$ cat src/rtl/eth_header_inserter.sv
// eth_header_inserter: prepends a 14-byte Ethernet header (dst, src, length)
// to a 32-bit payload stream and realigns the payload by 16 bits.
//
// Ports:
//   clk, rst          clock, async active-low reset
//   i_stream/i_valid  payload words in, i_ready back-pressure, i_last end
//   destination_addr  destination MAC, sampled when a packet starts
//   packet_length     payload length in words, sampled with the MAC
//   o_stream/o_valid  framed words out, o_ready from downstream
//   o_last/o_half     final beat of a frame, upper 16 bits only valid
module eth_header_inserter #(
  parameter int unsigned stream_w = 32,
  parameter logic [47:0] src_mac  = 48'h020000000001
) (
  input  logic                clk,
  input  logic                rst,
  input  logic [stream_w-1:0] i_stream,
  input  logic                i_valid,
  output logic                i_ready,
  input  logic                i_last,
  input  logic [47:0]         destination_addr,
  input  logic [31:0]         packet_length,
  output logic [stream_w-1:0] o_stream,
  output logic                o_valid,
  input  logic                o_ready,
  output logic                o_last,
  output logic                o_half
);

  typedef enum logic [2:0] {
    IDLE    = 3'd0,
    HDR0    = 3'd1,
    HDR1    = 3'd2,
    HDR2    = 3'd3,
    PAYLOAD = 3'd4,
    TAIL    = 3'd5
  } state_e;

  state_e      state_q, state_d;
  logic [47:0] dst_q, dst_d;
  logic [13:0] len_q, len_d;
  logic [15:0] hold_q, hold_d;

  // The length field is 16 bits of bytes, so only the low 14 word bits
  // survive the x4 scaling.
  logic unused_len;
  assign unused_len = ^packet_length[31:14];

  always_ff @(posedge clk or negedge rst) begin
    if (!rst) begin
      state_q <= IDLE;
      dst_q   <= '0;
      len_q   <= '0;
      hold_q  <= '0;
    end else begin
      state_q <= state_d;
      dst_q   <= dst_d;
      len_q   <= len_d;
      hold_q  <= hold_d;
    end
  end

  always_comb begin
    state_d  = state_q;
    dst_d    = dst_q;
    len_d    = len_q;
    hold_d   = hold_q;
    o_stream = '0;
    o_valid  = 1'b0;
    o_last   = 1'b0;
    o_half   = 1'b0;
    i_ready  = 1'b0;
    case (state_q)
      IDLE: begin
        // Start of packet is seen but the first word is left in place.
        if (i_valid) begin
          dst_d   = destination_addr;
          len_d   = packet_length[13:0];
          state_d = HDR0;
        end
      end
      HDR0: begin
        o_valid  = 1'b1;
        o_stream = dst_q[47:16];
        if (o_ready) state_d = HDR1;
      end
      HDR1: begin
        o_valid  = 1'b1;
        o_stream = {dst_q[15:0], src_mac[47:32]};
        if (o_ready) state_d = HDR2;
      end
      HDR2: begin
        o_valid  = 1'b1;
        o_stream = src_mac[31:0];
        if (o_ready) begin
          hold_d  = {len_q, 2'b00};
          state_d = PAYLOAD;
        end
      end
      PAYLOAD: begin
        // Pass-through handshake: the low half of each word waits one beat.
        o_valid  = i_valid;
        i_ready  = o_ready;
        o_stream = {hold_q, i_stream[31:16]};
        if (i_valid && o_ready) begin
          hold_d = i_stream[15:0];
          if (i_last) state_d = TAIL;
        end
      end
      TAIL: begin
        o_valid  = 1'b1;
        o_last   = 1'b1;
        o_half   = 1'b1;
        o_stream = {hold_q, 16'h0000};
        if (o_ready) state_d = IDLE;
      end
      default: state_d = IDLE;
    endcase
  end

endmodule

$ cat config.mk
export PLATFORM = sky130hd
export DESIGN_NAME = eth_header_inserter
export DESIGN_NICKNAME = d
export VERILOG_FILES = /design/src/rtl/eth_header_inserter.sv
export SDC_FILE = /design/constraint.sdc
export NUM_CORES = 1
export LEC_CHECK = 0
export ABC_AREA = 1
export CAP_MARGIN = 5
export CORE_ASPECT_RATIO = 2
export CORE_MARGIN = 2
export CORE_UTILIZATION = 45
export DETAILED_ROUTE_END_ITERATION = 7
export PLACE_DENSITY = 0.93
export SKIP_LAST_GASP = 1
export SYNTH_ARGS = -nofsm -noshare
export SYNTH_HDL_FRONTEND = slang
export SYNTH_SLANG_ARGS = --single-unit
$ cat constraint.sdc
create_clock -name clk -period 2.35 [get_ports clk]
set_clock_uncertainty 0.05 [all_clocks]
set_input_delay 0.705 -clock clk [delete_from_list [all_inputs] [get_ports clk]]
set_output_delay 0.705 -clock clk [all_outputs]
set_load 0.03 [all_outputs]
==> run summary <==
## Worst setup path
* cell occurring most often along the worst timing path: sky130_fd_sc_hd__buf_4
* Setup crit start: state_q[1]
* CP max FO: 8
* critical path data arrival time: 1.67 ns
* crit path capture: o_stream[27]
* reg-to-reg critical path endpoint: dst_q[6]
* CP Buf/Inv Count: 3
* CP delay by family, top: buffers and inverters
* ordered list of cells on the worst path: buf_4 > nand3_4 > clkinvlp_4 > nand2_1 > nand3_1 > buf_4
* kind of critical path: register to output port
* Critical-path top delay cell: sky130_fd_sc_hd__dfrtp_2
* depth of the critical timing path with buffers and inverters included: 6
* Reg2Reg Depth: 8
* nature of the critical path startpoint: register
* Crit path largest cell delay: 0.42 ns
* element type at the critical path end: output port
* reg-to-reg critical path startpoint: state_q[1]
* worst endpoint required time: 1.59 ns
* R2R setup slack: 0.56 ns

## Power and ir drop
* maximum resistive drop on vdd: 0.557 mV
* cell leakage power: 3.23 nW
* Total Power: 7.87 mW
* power density normalized to cell area: 1300 nW/µm²

## Logic synthesis
* net count after synthesis: 663
* register bit total from synthesis: 81
* Mapped Avg Cell Area: 7.48 µm²
* library cell with the largest summed area after synthesis: sky130_fd_sc_hd__dfrtp_1
* most frequent cell after synthesis: sky130_fd_sc_hd__nand2_1
* Synth Flop Type: sky130_fd_sc_hd__dfrtp_1
* top-area cell type share of the netlist area: 49.7%
* share of flip-flops with an asynchronous set or reset: 100%
* cell count after synthesis: 546
* number of flops mapped to enable cells by yosys: 0
* register area share after synthesis: 49.7%
* most frequent cells after synthesis: sky130_fd_sc_hd__nand2_1, sky130_fd_sc_hd__dfrtp_1, sky130_fd_sc_hd__inv_1
* number of warnings printed during yosys synthesis: 0
* number of different library cells in the post-synthesis netlist: 20
* Post-Synthesis Cell Area: 4080 µm²
* cell types with the largest area share after synthesis: sky130_fd_sc_hd__dfrtp_1, sky130_fd_sc_hd__nand2_1, sky130_fd_sc_hd__o21ai_1, sky130_fd_sc_hd__inv_1, sky130_fd_sc_hd__nand3_1

## Cells and area
* Syn-to-layout area delta: 48.2%
* filler cell count in the final layout: 623
* final cell count without fillers: 799
* end-of-flow core utilization: 68.0%
* fraction of layout cells with a size suffix above 1: 15.2%
* n_diodes: 0
* number of nets in the finished design: 809
* cell area after layout: 6050 µm²

## GRT
* most congested layer reported by global routing: met2
* met1 usage in global routing: 25.7%
* global-route usage over all layers: 25.1%
* via count of the first global-routing pass: 4249
* initial antenna violation count: 0
* global-route met3 utilization: 3.85%
* largest net degree at the start of global routing: 65
* GRT Residual Overflow: 0
* global-route wire length before repair: 19500 µm
* GR Util met2: 46.2%

## Die
* Die W: 71.3 µm
* core box area: 8890 µm²
* Cell Rows: 49
* initial core utilization: 45.9%
* IO Pins: 153
* Chip Height: 139 µm
* die area: 9890 µm²

## Timing
* hold slack: 0.252 ns
* Fin. Hold Viols: 0
* Slew @ Worst Pin: 0.438 ns
* f_max: 0.413 GHz
* fraction of the cycle the final worst path needs: 103%
* Max transition margin: 70.8%
* RSZ-0062 raised after global routing: true
* minimum period implied by the final worst setup slack: 2.42 ns
* post-route setup TNS: -0.533 ns
* final worst-path setup slack: -0.0728 ns
* Setup violations, final: 15
* number of max-slew violations in the final report: 0

## Drt
* Pre-antenna DRT Iters: 7
* wire length after detailed routing: 12300 µm
* DRC errors left: 0
* Avg Vias per Cell: 5.24
* via count: 4187
* DRC marker count from the first detailed-route iteration: 413
* routed wire length per instance: 15.4 µm
* number of nets with antenna violations after detailed routing: 0

## Clocking
* CTS buffer count: 9
* TritonCTS clock tree: yes
* clock input transition at the sequential cells of the worst setup and hold paths: 0.06 ns
* clock latency reported for the late side of the worst-skew pair: 0.34 ns
* cell at the root of the clock tree: sky130_fd_sc_hd__clkbuf_16
* number of sinks handled by clock tree synthesis: 81
* Clock Path Buffers: 2
* Max H-tree Level: 3

## Run
* max capacitance violation total: 0

## Place
* standard cell area after detailed placement: 5450 µm²
* count of input and output buffers: 134
* weighted congestion reported at the end of routability-driven placement: 0.898
* cell count after placement: 767
* Detailed Place HPWL: 8430 µm
* Post-Place Worst Slack: -0.0196 ns

## Run status
* failing checks: negative setup slack
* status: finished with violations

## Min path
* min-delay worst type: input port to async pin

[cells in the final DEF (no fill, tap or decap), drive strengths merged]
| master | n |
|---|---|
| a21oi | 1 |
| buf | 65 |
| bufinv | 3 |
| clkbuf | 11 |
| clkdlybuf4s50 | 97 |
| clkinv | 3 |
| clkinvlp | 2 |
| dfrtp | 81 |
| inv | 74 |
| nand2 | 236 |
| nand3 | 53 |
| nand4 | 4 |
| nor2 | 4 |
| o21ai | 63 |
[repair_timing]
action,4_1_cts,5_1_grt
pin swaps,3,3
endpoints found under the setup margin,34,36
gates resized for setup,19,19
gates cloned,3,1
setup buffers,9,3
hold buffers,0,0
[power breakdown]
group	total [mW]	switching, mW	internal (mW)
Combinational	3.86	2.29	1.57
Sequential	2.43	0.381	2.05
Clock	1.58	0.541	1.04
[flip-flops by register name (all words and copies together), names as in the netlist]
| register | count |
|---|---|
| dst_q | 48 |
| hold_q | 16 |
| len_q | 14 |
| state_q | 3 |
[area by class of cell]
cell class | instances | area (µm²) | area share, %
clock buffer | 11 | 233 | 3.85
clock inverter | 5 | 104 | 1.72
inverter | 74 | 290 | 4.80
multi-input combinational | 361 | 1610 | 26.6
sequential | 81 | 2030 | 33.6
tap | 102 | 128 | 2.11
timing repair buffer | 162 | 1630 | 27.0
timing repair inverter | 3 | 21.3 | 0.352
[worst min-delay path by stage]
stage / startpoint / to / slack [ns] / depth (start not counted)
6_report: rst / dst_q[43] / 0.25 / 1
5_1_grt: rst / dst_q[35] / 0.29 / 1
4_1_cts: rst / dst_q[35] / 0.26 / 1
3_5_place_dp: hold_q[1] / hold_q[1] / 0.41 / 2
3_3_place_gp: hold_q[1] / hold_q[1] / 0.41 / 2
2_1_floorplan: rst / dst_q[0] / 0.36 / 0
[layer usage]
layer,vias to the layer above,wire [µm]
li1,1979,-
met1,1945,4220
met2,210,6670
met3,53,721
met4,0,699
met5,-,0
[cell families after synthesis]
logic type             count (synthesis)  share of synthesized area, %
buffers and inverters                104                          12.3
AND/OR/NAND/NOR                      297                          30.0
AO/OA/AOI/OAI                         64                          8.03
flip-flops                            81                          49.7
Power figures use the tool's default switching activity.
